--- src/rtl/regfile_pkg.sv ---
// Shared types and default sizing for the register file and the stages around it.
// Decode and execute stages import the defaults so operand buses stay consistent.
package regfile_pkg;

    localparam int RF_DATA_W = 32;
    localparam int RF_DEPTH  = 4;

    typedef enum logic {
        IDLE  = 1'b0,
        CLEAR = 1'b1
    } rf_state_t;

endpackage : regfile_pkg

--- src/rtl/regfile_clear_seq.sv ---
// Clear sequencer: walks a pointer over every entry, issuing one zero-write per cycle.
// The state register is exported so checkers and the top can observe it directly.
module regfile_clear_seq
    import regfile_pkg::*;
#(
    parameter  int DEPTH  = RF_DEPTH,
    localparam int ADDR_W = $clog2(DEPTH)
) (
    input  logic              clk,
    input  logic              rst_n,
    input  logic              clr_req,
    output logic              clr_we,
    output logic [ADDR_W-1:0] clr_addr,
    output logic              busy,
    output rf_state_t         state
);

    localparam logic [ADDR_W-1:0] LAST_ADDR = ADDR_W'(DEPTH - 1);

    logic [ADDR_W-1:0] ptr;

    always_ff @(posedge clk or negedge rst_n) begin
        if (!rst_n) begin
            state <= IDLE;
            ptr   <= '0;
        end else begin
            case (state)
                IDLE: begin
                    if (clr_req) begin
                        state <= CLEAR;
                        ptr   <= '0;
                    end
                end
                CLEAR: begin
                    // Exit decoded from the last index; the pointer wraps to 0 on its own.
                    ptr <= ptr + 1'b1;
                    if (ptr == LAST_ADDR) begin
                        state <= IDLE;
                    end
                end
                default: begin
                    state <= IDLE;
                    ptr   <= '0;
                end
            endcase
        end
    end

    assign clr_we   = (state == CLEAR);
    assign clr_addr = ptr;
    assign busy     = (state == CLEAR);

endmodule : regfile_clear_seq

--- src/rtl/regfile_param.sv ---
// Parametrised two-read/one-write register file with write bypass, optional
// hardwired-zero entry 0 and a one-entry-per-cycle hardware clear.
module regfile_param
    import regfile_pkg::*;
#(
    parameter  int DATA_W   = RF_DATA_W,
    parameter  int DEPTH    = RF_DEPTH,
    parameter  int ZERO_REG = 0,
    localparam int ADDR_W   = $clog2(DEPTH)
) (
    input  logic              clk,
    input  logic              rst_n,
    input  logic              wr_en,
    input  logic [ADDR_W-1:0] wr_addr,
    input  logic [DATA_W-1:0] wr_data,
    input  logic [ADDR_W-1:0] rd_addr1,
    input  logic [ADDR_W-1:0] rd_addr2,
    output logic [DATA_W-1:0] rd_data1,
    output logic [DATA_W-1:0] rd_data2,
    input  logic              clr_req,
    output logic              busy
);

    logic [DATA_W-1:0] mem [DEPTH];

    logic              clr_we;
    logic [ADDR_W-1:0] clr_addr;
    rf_state_t         clr_state;

    logic              user_we;
    logic              eff_we;
    logic [ADDR_W-1:0] eff_addr;
    logic [DATA_W-1:0] eff_data;
    logic [DATA_W-1:0] rd_next1;
    logic [DATA_W-1:0] rd_next2;

    regfile_clear_seq #(
        .DEPTH (DEPTH)
    ) u_clear_seq (
        .clk      (clk),
        .rst_n    (rst_n),
        .clr_req  (clr_req),
        .clr_we   (clr_we),
        .clr_addr (clr_addr),
        .busy     (busy),
        .state    (clr_state)
    );

    // User writes are only honoured in IDLE; a write to the hardwired entry is dropped here.
    always_comb begin
        user_we = wr_en && !((ZERO_REG != 0) && (wr_addr == '0));
        if (clr_state == CLEAR) begin
            eff_we   = clr_we;
            eff_addr = clr_addr;
            eff_data = '0;
        end else begin
            eff_we   = user_we;
            eff_addr = wr_addr;
            eff_data = wr_data;
        end
    end

    always_comb begin
        rd_next1 = mem[rd_addr1];
        if (eff_we && (eff_addr == rd_addr1)) begin
            rd_next1 = eff_data;
        end
        if ((ZERO_REG != 0) && (rd_addr1 == '0)) begin
            rd_next1 = '0;
        end

        rd_next2 = mem[rd_addr2];
        if (eff_we && (eff_addr == rd_addr2)) begin
            rd_next2 = eff_data;
        end
        if ((ZERO_REG != 0) && (rd_addr2 == '0)) begin
            rd_next2 = '0;
        end
    end

    always_ff @(posedge clk or negedge rst_n) begin
        if (!rst_n) begin
            for (int i = 0; i < DEPTH; i++) begin
                mem[i] <= '0;
            end
        end else if (eff_we) begin
            mem[eff_addr] <= eff_data;
        end
    end

    always_ff @(posedge clk or negedge rst_n) begin
        if (!rst_n) begin
            rd_data1 <= '0;
            rd_data2 <= '0;
        end else begin
            rd_data1 <= rd_next1;
            rd_data2 <= rd_next2;
        end
    end

endmodule : regfile_param

--- config.mk ---
export PLATFORM = sky130hd
export DESIGN_NAME = regfile_param
export DESIGN_NICKNAME = d
export VERILOG_FILES = /design/src/rtl/regfile_pkg.sv /design/src/rtl/regfile_clear_seq.sv /design/src/rtl/regfile_param.sv
export SDC_FILE = /design/constraint.sdc
export NUM_CORES = 1
export LEC_CHECK = 0
export BUFFER_PORTS_ARGS = -buffer_cell sky130_fd_sc_hd__buf_2
export CORE_MARGIN = 2
export CORE_UTILIZATION = 59
export CTS_BUF_LIST = sky130_fd_sc_hd__clkbuf_8
export CTS_CLUSTER_DIAMETER = 100
export DETAILED_ROUTE_END_ITERATION = 10
export HOLD_SLACK_MARGIN = 0.02
export PLACE_DENSITY = 0.93
export REMOVE_ABC_BUFFERS = 1
export SYNTH_ARGS = -nofsm -noshare
export SYNTH_HDL_FRONTEND = slang
export SYNTH_SLANG_ARGS = --single-unit
export TNS_END_PERCENT = 5
--- constraint.sdc ---
create_clock -name clk -period 5.7 [get_ports clk]
set_input_delay 1.14 -clock clk [delete_from_list [all_inputs] [get_ports clk]]
set_output_delay 1.14 -clock clk [all_outputs]
set_load 0.1 [all_outputs]
**Word level (Yosys, flattened, before mapping)**

Cells that the tools add are included.

- Equal/unequal tests: 4
- Add/subtract/negate cells: 1
- Order comparisons: 4
- Bitwise gates (word level): 4
- Multiplexer cells: 19
- Reduce and logical (&&, ||, !) cells: 3

Operators with widths:

| cell | count |
|---|---|
| $mux 32 | 8 |
| $bmux 32 s2 | 2 |
| $bwmux 128 | 1 |
| $demux 32 s2 | 1 |
| $ge 3x3->1 const B | 3 |
| $not 2->3 | 3 |
| $eq 2x2->1 | 2 |
| $mux 2 | 2 |
| $pmux 2 s2 | 1 |
| $logic_and 1x1->1 | 3 |
| $lt 3x1->1 const B | 1 |
| $mux 1 | 3 |
| $add 2x1->2 const B | 1 |
| $eq 2x2->1 const B | 1 |
| $ne 2x2->1 const B | 1 |
| $pmux 1 s2 | 1 |
| $not 1->1 | 1 |

- Register bits: 195
- Word-level logic and storage cells: 43
- Bits of input ports: 42

**Depth between registers and ports, before layout**

Gate-level depths: netlist (run 1).

- Depth after elaboration: 7
- Mapped depth: 8
- Gate-level depth less buffers: 4

**Cells and area by module**

Synthesis (run 1) repeated with hierarchy kept, for this count alone.

- Cells, all modules: 731
- Area, all modules: 9,175.0 um2

By module, submodules not included:

| module | sequential area each (um2) | times used | cells an instance | area each (um2) |
|---|---|---|---|---|
| regfile_param | 4,804.6 | 1 | 719 | 9,029.9 |
| regfile_clear_seq | 75.1 | 1 | 12 | 145.1 |

**Worst setup path before layout (run 1)**

No wires, ideal clock.

- Path type: input-to-reg
- From: in rd_addr2[0]
- To: reg rd_data2[10]
- Buffers on the path: 2
- Arrival time: 2.499 ns
- Required time: 5.572 ns
- Slack: 3.073 ns
- Stages on the path: 4
- Cell sequence: clkbuf_1 > buf_2 > mux4_2 > mux2_1

- Word-level cells in the longest chain between the ends: 5

Ends and longest elaborated chain:

| what | RTL line | text |
|---|---|---|
| start, declared | regfile_param.sv:17 | `input logic [ADDR_W-1:0] rd_addr2,` |
| $not 2->3 (not written as such) | regfile_param.sv:72 | `rd_next2 = mem[rd_addr2];` |
| $bmux 32 s2 | regfile_param.sv:72 |  |
| $mux 32 (not written as such) (2 in a row) | regfile_param.sv:72 |  |
| $mux 32 (*) | regfile_param.sv:73 | `if (eff_we && (eff_addr == rd_addr2)) begin` |
| net rd_next2[10] | regfile_param.sv:35 | `logic [DATA_W-1:0] rd_next2;` |
| end signal, assigned | regfile_param.sv:97 | `rd_data2 <= rd_next2;` |
| end, declared | regfile_param.sv:19 | `output logic [DATA_W-1:0] rd_data2,` |

The timed path passes the listed nets; every way through them passes the cells marked *. The select of a mux whose other input is x is not followed.
A chain may end at the register's enable or synchronous reset.

**Worst setup path after layout (run 1)**

- From: reg u_clear_seq.state, in the netlist u_clear_seq.busy
- To: out busy

RTL lines:

| what | RTL line | text |
|---|---|---|
| start, declared | regfile_clear_seq.sv:15 | `output rf_state_t state` |
| start signal, assigned | regfile_clear_seq.sv:24 | `state <= IDLE;` |
| start signal, assigned | regfile_clear_seq.sv:30 | `state <= CLEAR;` |
| start signal, assigned | regfile_clear_seq.sv:38 | `state <= IDLE;` |
| end, declared | regfile_param.sv:21 | `output logic busy` |

No word-level cell between the ends.

==> flow_summary_export.csv, run 1 <==
group,metric,value,unit
run_status,status,"completed",
power_and_ir_drop,power_density,565.8,nW/um^2
clocking,clock_tree.root_cell,"clkbuf_8",
worst_setup_path,path_class,"reg2out",
sta,post-route-period-util,0.5670,
drt,drt_iter0_drc,549,
place,gp_congestion,0.7893,
global_route,grt_max_degree,118,
drt,vias,6166,
sta,hold_viol,0,
power_and_ir_drop,p_leak,4.725,nW
drt,drt-pass1-iter-count,5,
cells_and_area,diodes,0,
sta,max_freq,309.4,MHz
worst_hold_path,holdCritStartpoint,"mem[82]$_DFFE_PN0P_",
sta,finClkSkew,8.307,ps
worst_setup_path,r2r_slack,2550,ps
global_route,grt-ovfl-total,0,
worst_setup_path,max_stage_delay,1040,ps
clocking,cts_resized,0,
sta,finalSetupViolCount,0,
clocking,cts_setup_buffers,0,
cells_and_area,multi_input_area,4063,um^2
cells_and_area,ff_latch_area,4881,um^2
die,initial_utilization,0.6049,
global_route,grt_pass1_vias,6410,
die,die_area,16600,um^2
die,io_pins,107,
die,coreArea,15200,um^2
clocking,clkSinkCount,195,
synth,yosys-top-cells-area,"dfrtp_1 53%, mux4_2 16%, o21ai_0 7.0%",
sta,timing.slew.headroom,0.1979,
drt,finalWirelength,20630,um
worst_setup_path,crit_fanout,52,
global_route,grt_pass1_wl,33240,um
sta,setup_ws,2468,ps
place,post-place-ws,2358,ps
synth,ys_seq_area_frac,0.5307,
synth,synth_top_area_frac,0.5307,
synth,yosys_most_used_dff,"dfrtp_1",
worst_setup_path,worst_path_max_delay_cell,"dfrtp_2",
power_and_ir_drop,peakVddDrop,0.4135,mV
sta,final-max-slew-violation-count,0,
clocking,clk_pin_slew,90,ps
cells_and_area,fillers,1074,
clocking,htreeDepth,4,
sta,fin_tns_setup,0,ps
synth,synth_top_cell_by_area,"dfrtp_1",
global_route,grt.total_usage,0.2661,
cells_and_area,drive_above_1_share,0.3350,
cells_and_area,area_delta_synth_final,10.50,%
synth,synth_cells,729,
synth,synthesis.area,9195,um^2
die,chipHeight,128.8,um
worst_setup_path,cp.buffers_inverters,1,
sta,period_needed,3232,ps
worst_setup_path,cp.required,4560,ps
synth,synth_edf_count,0,
synth,yosys_warnings,0,
worst_setup_path,crit_chain,"buf_2",
worst_setup_path,critPathArrivalTime,2090,ps
run,cap_violations,0,
clocking,holdBufCountCts,0,
worst_setup_path,path_delay_family,"flip-flops",
synth,synthMostInstantiatedCell,"dfrtp_1",
clocking,clk_latency,470,ps
worst_setup_path,crit_path_start_kind,"flop",
drt,antenna_left,0,
sta,rsz0062_at_grt,"no",
place,io_buffers,106,
synth,ys_seq_elements,195,
clocking,cts_buffer_depth,2,
worst_setup_path,reg2reg_to,"rd_data1[22]$_DFF_PN0_",
worst_setup_path,rr_worst_depth,5,
sta,tightest_slew,1203,ps
place,detailed_place_hpwl,12820,um
die,num_rows,45,
drt,vias_per_cell,6.129,
worst_hold_path,hp-class,"reg2reg",
die,die-width,128.8,um
synth,synth_cell_types,31,
worst_setup_path,crit_path_end_kind,"output port",
worst_hold_path,hold_depth,2,
global_route,antenna_found_initial,2,
clocking,cts_buffers,17,
drt,wl_per_cell,20.50,um
synth,avgSynthCellArea,12.61,um^2
drt,drc,0,
synth,synth_common_cells,"195 x dfrtp_1, 131 x nand2_1, 128 x o21ai_0, 64 x mux4_2, 35 x clkbuf_1",
clocking,cts_tree,"done",
synth,synthArstFlopShare,1.000,
worst_setup_path,rr_startpoint,"u_clear_seq.busy$_DFF_PN0_",
worst_hold_path,hold_path_end,"mem[82]$_DFFE_PN0P_",
cells_and_area,layout.nets,850,
[area by class of cell]
| cell class | count | area share |
|---|---|---|
| Inverter | 3 | 0.001108 |
| Tap cell | 188 | 0.02315 |
| Multi-Input combinational cell | 474 | 0.3998 |
| Timing Repair Buffer | 116 | 0.06046 |
| Clock inverter | 9 | 0.006649 |
| Clock buffer | 21 | 0.02844 |
| Sequential cell | 195 | 0.4804 |
[metrics by stage]
step / std cells / hold slack, ps / total power [mW] / instance area [um^2] / utilization
floorplan: 672 / 460.9 / 4.243 / 8929 / -
global placement: 976 / 473.8 / 4.770 / 9804 / 0.6449
detailed placement: 976 / 485.5 / 4.929 / 9804 / 0.6449
CTS: 1006 / 505.0 / 5.760 / 10160 / 0.6684
global route: 1006 / 533.3 / 6.050 / 10160 / 0.6684
finish: 1006 / 502.3 / 5.749 / 10160 / 0.6684
[flip-flops by register name, indices dropped and copies added (netlist names)]
signal / count
rd_data1: 32
mem: 128
u_clear_seq.clr_addr: 2
rd_data2: 32
u_clear_seq.busy: 1
[per-layer routing]
layer,global-route usage,vias up,part of all wire
met5,0,-,0.00053
met4,0.1176,2,0.034
met3,0.05904,68,0.063
met2,0.4441,247,0.51
met1,0.3387,3110,0.39
li1,-,2739,-
[power breakdown]
part | switching (mW) | internal [mW]
clock network | 0.444 | 0.379
logic | 1.70 | 0.948
registers | 0.394 | 1.89
[placed cells by master (no fill, tap or decap)]
| cell type | instances |
|---|---|
| dfrtp_1 | 194 |
| nand2_1 | 131 |
| o21ai_0 | 128 |
| buf_2 | 105 |
| mux4_2 | 64 |
| nor2b_1 | 33 |
| nand2b_1 | 32 |
| mux2_4 | 30 |
| mux2_2 | 29 |
| clkbuf_8 | 22 |
| buf_4 | 10 |
| inv_1 | 8 |
| mux2_1 | 5 |
| xnor2_1 | 4 |
| a31oi_4 | 2 |
| o32a_2 | 2 |
| clkinv_2 | 2 |
| a22oi_2 | 1 |
| a221oi_2 | 1 |
| mux2i_4 | 1 |
| a211oi_4 | 1 |
| a22oi_1 | 1 |
| nor2_4 | 1 |
| nor2_1 | 1 |
| a21oi_1 | 1 |
| nor3_1 | 1 |
| a21o_1 | 1 |
| nor4b_1 | 1 |
| nor4bb_1 | 1 |
| o31ai_1 | 1 |
| ha_1 | 1 |
| clkinv_4 | 1 |
| bufinv_16 | 1 |
| dfrtp_2 | 1 |
[cell families after synthesis]
kind of cell,share of synthesized area
compound gates,0.08273
xor+xnor,0.003810
fa+ha+maj,0.001361
buf+inv,0.03021
flops,0.5307
mux,0.2498
simple gates,0.1014
[worst max-delay path by stage]
stage / depth (start not counted) / from / to / slack, ps
final: 1 / u_clear_seq.busy$_DFF_PN0_ / busy / 2470
after global routing: 1 / u_clear_seq.busy$_DFF_PN0_ / busy / 2350
after CTS: 1 / u_clear_seq.busy$_DFF_PN0_ / busy / 2450
after detailed placement: 6 / wr_en / rd_data1[22]$_DFF_PN0_ / 2360
after global placement: 6 / wr_en / rd_data1[22]$_DFF_PN0_ / 2420
after floorplan: 4 / u_clear_seq.busy$_DFF_PN0_ / rd_data1[22]$_DFF_PN0_ / 1240
No activity file was read; power rests on OpenSTA's default activity.
==> inputs of run 2 (changes only) <==
--- a/config.mk
+++ b/config.mk
@@ -7,12 +7,12 @@
 export LEC_CHECK = 0
 export BUFFER_PORTS_ARGS = -buffer_cell sky130_fd_sc_hd__buf_2
 export CORE_MARGIN = 2
-export CORE_UTILIZATION = 59
+export CORE_UTILIZATION = 55
 export CTS_BUF_LIST = sky130_fd_sc_hd__clkbuf_8
 export CTS_CLUSTER_DIAMETER = 100
 export DETAILED_ROUTE_END_ITERATION = 10
 export HOLD_SLACK_MARGIN = 0.02
-export PLACE_DENSITY = 0.93
+export PLACE_DENSITY = 0.91
 export REMOVE_ABC_BUFFERS = 1
 export SYNTH_ARGS = -nofsm -noshare
 export SYNTH_HDL_FRONTEND = slang
==> constraint.sdc (replaced) <==
create_clock -name clk -period 2.7 [get_ports clk]
set_input_delay 0.54 -clock clk [delete_from_list [all_inputs] [get_ports clk]]
set_output_delay 0.54 -clock clk [all_outputs]
set_load 0.1 [all_outputs]
==> flow_summary_export.csv, run 2 (synthesized netlist as in run 1, its figures left out) <==
group,metric,value,unit
run_status,status,"completed",
clocking,htreeDepth,4,
clocking,cts_buffers,17,
cells_and_area,layout.nets,859,
cells_and_area,utilization,0.6280,
drt,vias_per_cell,5.852,
place,gp_congestion,0.7990,
sta,rsz0062_at_grt,"no",
drt,finalWirelength,20360,um
die,die-width,133.3,um
worst_hold_path,hp-class,"in2async",
cells_and_area,final_common_cell,"dfrtp_1",
drt,drt-pass1-iter-count,4,
clocking,holdBufCountCts,0,
sta,max_freq,413.1,MHz
cells_and_area,layout_common_cells,"194 x dfrtp_1, 131 x nand2_1, 128 x o21ai_0",
sta,finalSetupViolCount,0,
cells_and_area,area_delta_synth_final,12.46,%
clocking,cts_resized,0,
power_and_ir_drop,p_leak,4.782,nW
global_route,grt.total_usage,0.2433,
global_route,antenna_found_initial,2,
sta,finClkSkew,10.73,ps
cells_and_area,largest_reg_flops,128,
power_and_ir_drop,peakVddDrop,0.6861,mV
sta,period_needed,2421,ps
die,coreArea,16470,um^2
clocking,clk_pin_slew,90,ps
die,chipHeight,133.3,um
global_route,grt_pass1_vias,6537,
clocking,clk_latency,470,ps
clocking,cts_setup_buffers,0,
global_route,grt_pass1_wl,33130,um
worst_setup_path,cp.required,2160,ps
place,post-place-ws,488.3,ps
cells_and_area,reg_top3,"mem: 128 flops, rd_data1: 32 flops, rd_data2: 32 flops",
drt,wl_met1,8010,um
run,cap_violations,0,
drt,met3_length,1130,um
global_route,grt-ovfl-total,0,
drt,drt_iter0_drc,469,
power_and_ir_drop,power_density,1183,nW/um^2
sta,setup_ws,279.1,ps
sta,hold_viol,0,
clocking,clock_tree.root_cell,"clkbuf_8",
worst_setup_path,crit_path_start_kind,"flop",
die,die_area,17770,um^2
cells_and_area,drive_above_1_share,0.3442,
worst_setup_path,crit_path_end_kind,"output port",
clocking,clkSinkCount,195,
die,io_pins,107,
worst_setup_path,path_class,"reg2out",
drt,antenna_left,0,
place,detailed_place_hpwl,13170,um
sta,timing.slew.headroom,0.2056,
drt,vias,6127,
drt,met2_length,10480,um
worst_setup_path,critPathArrivalTime,1880,ps
clocking,cts_buffer_depth,2,
cells_and_area,largest-register,"mem",
die,initial_utilization,0.5584,
die,num_rows,47,
sta,post-route-period-util,0.8966,
place,io_buffers,106,
drt,top_layer,"met4",
global_route,grt_max_degree,65,
drt,drc,0,
sta,tightest_slew,1192,ps
clocking,cts_tree,"done",
worst_setup_path,crit_fanout,21,
drt,wl_per_cell,19.45,um
sta,final-max-slew-violation-count,0,
[run 2: routing by layer]
metal  up-vias  track usage
li1       2739            -
met4         0       0.1158
met3        60      0.05898
met1      3118       0.2947
met5         -            0
met2       210       0.4135
[run 2: worst max-delay path, stage by stage, from the launching register on]
cell and delay, ps:
dfrtp_2 650, buf_4 300, buf_2 460
[run 2: area by class of cell]
class / instances / area, um^2
diodes: 2 / 5.005
clock buffers: 21 / 289.0
clock inverters: 7 / 85.08
fillers: 1225 / 6125
inverters: 3 / 11.26
multi-input cells: 474 / 4063
flip-flops and latches: 195 / 4881
well taps: 220 / 275.3
repair buffers: 125 / 732.0
[run 2: final timing paths]
path	start	to	slack [ps]	cells after the start
worst max-delay path	u_clear_seq.busy$_DFF_PN0_	busy	280	2
worst max register to register	u_clear_seq.busy$_DFF_PN0_	rd_data1[22]$_DFF_PN0_	490	5
min in group clk	clr_req	u_clear_seq.clr_addr[1]$_DFFE_PN0P_	260	2
worst min-delay path	rst_n	rd_data1[24]$_DFF_PN0_	30	1
max in group asynchronous	rst_n	u_clear_seq.busy$_DFF_PN0_	2000	2
worst min register to register	mem[57]$_DFFE_PN0P_	mem[57]$_DFFE_PN0P_	500	2
[run 2: power breakdown]
part	internal (mW)	switching [mW]	total, mW
Sequential	3.99	0.754	4.74
Combinational	2.04	3.61	5.65
Clock	0.891	0.954	1.85
[run 2: metrics by stage]
step           instance area (um^2)  instances  setup TNS (ps)  power (mW)  hold slack (ps)
2_1_floorplan                  8929        672         -232630       8.958            244.4
3_3_place_gp                   9962       1017               0       10.15            472.6
3_5_place_dp                   9962       1017               0       10.43            486.0
4_1_cts                       10340       1045               0       12.26            42.97
5_1_grt                       10340       1046               0       12.90            53.82
6_report                      10340       1047               0       12.24            29.98
==> inputs of run 3 (changes only) <==
--- a/config.mk
+++ b/config.mk
@@ -11,10 +11,12 @@
 export CTS_BUF_LIST = sky130_fd_sc_hd__clkbuf_8
 export CTS_CLUSTER_DIAMETER = 100
 export DETAILED_ROUTE_END_ITERATION = 10
+export GPL_ROUTABILITY_DRIVEN = 1
 export HOLD_SLACK_MARGIN = 0.02
-export PLACE_DENSITY = 0.91
+export PLACE_DENSITY = 0.79
 export REMOVE_ABC_BUFFERS = 1
 export SYNTH_ARGS = -nofsm -noshare
 export SYNTH_HDL_FRONTEND = slang
+export SYNTH_HIERARCHICAL = 1
 export SYNTH_SLANG_ARGS = --single-unit
 export TNS_END_PERCENT = 5
==> flow_summary_export.csv, run 3 <==
group,metric,value,unit
synth,synthMostInstantiatedCell,"dfrtp_1",
sta,finClkSkew,13.13,ps
sta,period_needed,2514,ps
drt,finalWirelength,19670,um
cells_and_area,largest_reg_flops,128,
die,die-width,133.2,um
synth,yosys-top-cells-area,"dfrtp_1 53%, mux4_2 16%, o21ai_0 6.9%",
synth,ys_seq_area_frac,0.5318,
drt,drt_iter0_drc,490,
synth,synth_cell_types,33,
global_route,grt_pass1_wl,32240,um
worst_setup_path,crit_chain,"buf_4, buf_2",
run,cap_violations,0,
clocking,cts_setup_buffers,0,
synth,synth_common_cells,"195 x dfrtp_1, 128 x nand2_1, 126 x o21ai_0, 64 x mux4_2, 49 x mux2_2",
synth,synthArstFlopShare,1.000,
synth,synth_edf_count,0,
clocking,cts_resized,0,
drt,vias_per_cell,5.667,
synth,yosys_warnings,6,
cells_and_area,final_common_cell,"dfrtp_1",
worst_setup_path,critPathArrivalTime,1970,ps
cells_and_area,area_delta_synth_final,13.46,%
synth,synth_top_cell_by_area,"dfrtp_1",
sta,post-route-period-util,0.9312,
cells_and_area,layout.nets,865,
cells_and_area,largest-register,"mem",
synth,avgSynthCellArea,12.55,um^2
clocking,cts_buffer_depth,2,
global_route,grt_max_degree,91,
clocking,clk_pin_slew,90,ps
drt,wl_per_cell,18.66,um
synth,ys_seq_elements,195,
cells_and_area,layout_common_cells,"194 x dfrtp_1, 128 x nand2_1, 126 x o21ai_0",
place,gp_congestion,0.7907,
cells_and_area,utilization,0.6322,
drt,drt-pass1-iter-count,6,
place,io_buffers,106,
clocking,clk_latency,470,ps
clocking,cts_tree,"done",
die,num_rows,47,
drt,vias,5973,
place,detailed_place_hpwl,12710,um
worst_setup_path,max_stage_delay,710,ps
drt,drc,0,
worst_hold_path,hp-class,"in2async",
global_route,antenna_found_initial,0,
worst_setup_path,crit_path_end_kind,"output port",
drt,antenna_left,0,
sta,timing.slew.headroom,0.4396,
die,die_area,17730,um^2
global_route,grt.total_usage,0.2353,
global_route,grt_pass1_vias,6138,
worst_setup_path,worst_path_max_delay_cell,"dfrtp_2",
synth,synthesis.area,9175,um^2
sta,tightest_slew,837.5,ps
die,coreArea,16470,um^2
clocking,htreeDepth,4,
synth,synth_top_area_frac,0.5318,
worst_setup_path,path_class,"reg2out",
synth,yosys_most_used_dff,"dfrtp_1",
sta,max_freq,397.7,MHz
clocking,clock_tree.root_cell,"clkbuf_8",
cells_and_area,drive_above_1_share,0.3465,
clocking,clkSinkCount,195,
cells_and_area,diodes,0,
die,io_pins,107,
die,chipHeight,133.2,um
sta,rsz0062_at_grt,"no",
synth,synth_cells,731,
run_status,status,"completed",
sta,final-max-slew-violation-count,0,
die,initial_utilization,0.5572,
worst_setup_path,crit_fanout,32,
worst_setup_path,path_delay_family,"buffers and inverters",
sta,finalSetupViolCount,0,
worst_setup_path,cp.required,2160,ps
cells_and_area,reg_top3,"mem: 128 flops, rd_data1: 32 flops, rd_data2: 32 flops",
clocking,holdBufCountCts,0,
worst_setup_path,cp.buffers_inverters,2,
clocking,cts_buffers,17,
global_route,grt-ovfl-total,0,
sta,hold_viol,0,
worst_setup_path,crit_path_start_kind,"flop",
## run 3: path summary, 6_finish.rpt
check / from / end / slack [ps] / cells past startpoint
worst max-delay path: u_clear_seq/busy$_DFF_PN0_ / busy / 190 / 2
worst min-delay path: rst_n / rd_data2[21]$_DFF_PN0_ / 110 / 1
worst max register to register: u_clear_seq/busy$_DFF_PN0_ / mem[107]$_DFFE_PN0P_ / 390 / 5
worst min register to register: mem[109]$_DFFE_PN0P_ / mem[109]$_DFFE_PN0P_ / 510 / 2
max in group asynchronous: rst_n / mem[27]$_DFFE_PN0P_ / 1850 / 2
min in group clk: clr_req / u_clear_seq/busy$_DFF_PN0_ / 320 / 3
## run 3: layout make-up
class,count,area [um^2]
clock buffer,20,275.3
clock inverter,11,171.4
fill,1261,6056
inverter,1,3.754
multi-input combinational,479,4024
sequential,195,4881
tap,220,275.3
timing repair buffer,128,779.5
## run 3: metrics by stage
| stage | setup WS, ps | hold slack [ps] | instance area [um^2] | setup TNS (ps) | std cells |
|---|---|---|---|---|---|
| 2_1_floorplan | -1127 | 244.4 | 8887 | -176070 | 675 |
| 3_3_place_gp | 484.7 | 472.8 | 9963 | 0 | 1023 |
| 6_report | 185.8 | 111.6 | 10410 | 0 | 1054 |
| 3_5_place_dp | 454.1 | 487.4 | 9963 | 0 | 1023 |
| 4_1_cts | 163.9 | 146.1 | 10410 | 0 | 1054 |
| 5_1_grt | 78.85 | 165.9 | 10410 | 0 | 1054 |
## run 3: metal layers
layer | share of wire | track usage | wire [um] | vias to the layer above
met5 | 0 | 0 | 0 | -
met4 | 0.019 | 0.07329 | 372 | 0
met1 | 0.44 | 0.3340 | 8590 | 2979
met3 | 0.057 | 0.04414 | 1118 | 34
met2 | 0.49 | 0.3762 | 9589 | 199
li1 | - | - | - | 2761
## run 3: cells by family after synthesis
group           after synthesis  share of synthesized area
fa+ha+maj                     1                   0.001363
compound gates              136                    0.08005
buf+inv                      57                    0.03177
simple gates                205                     0.1054
flops                       195                     0.5318
mux                         133                     0.2457
xor+xnor                      4                   0.003818
Power of run 3 is left out: the tool's default activity adds up to more than one toggle a clock period on the data nets, which glitch-free logic cannot reach.
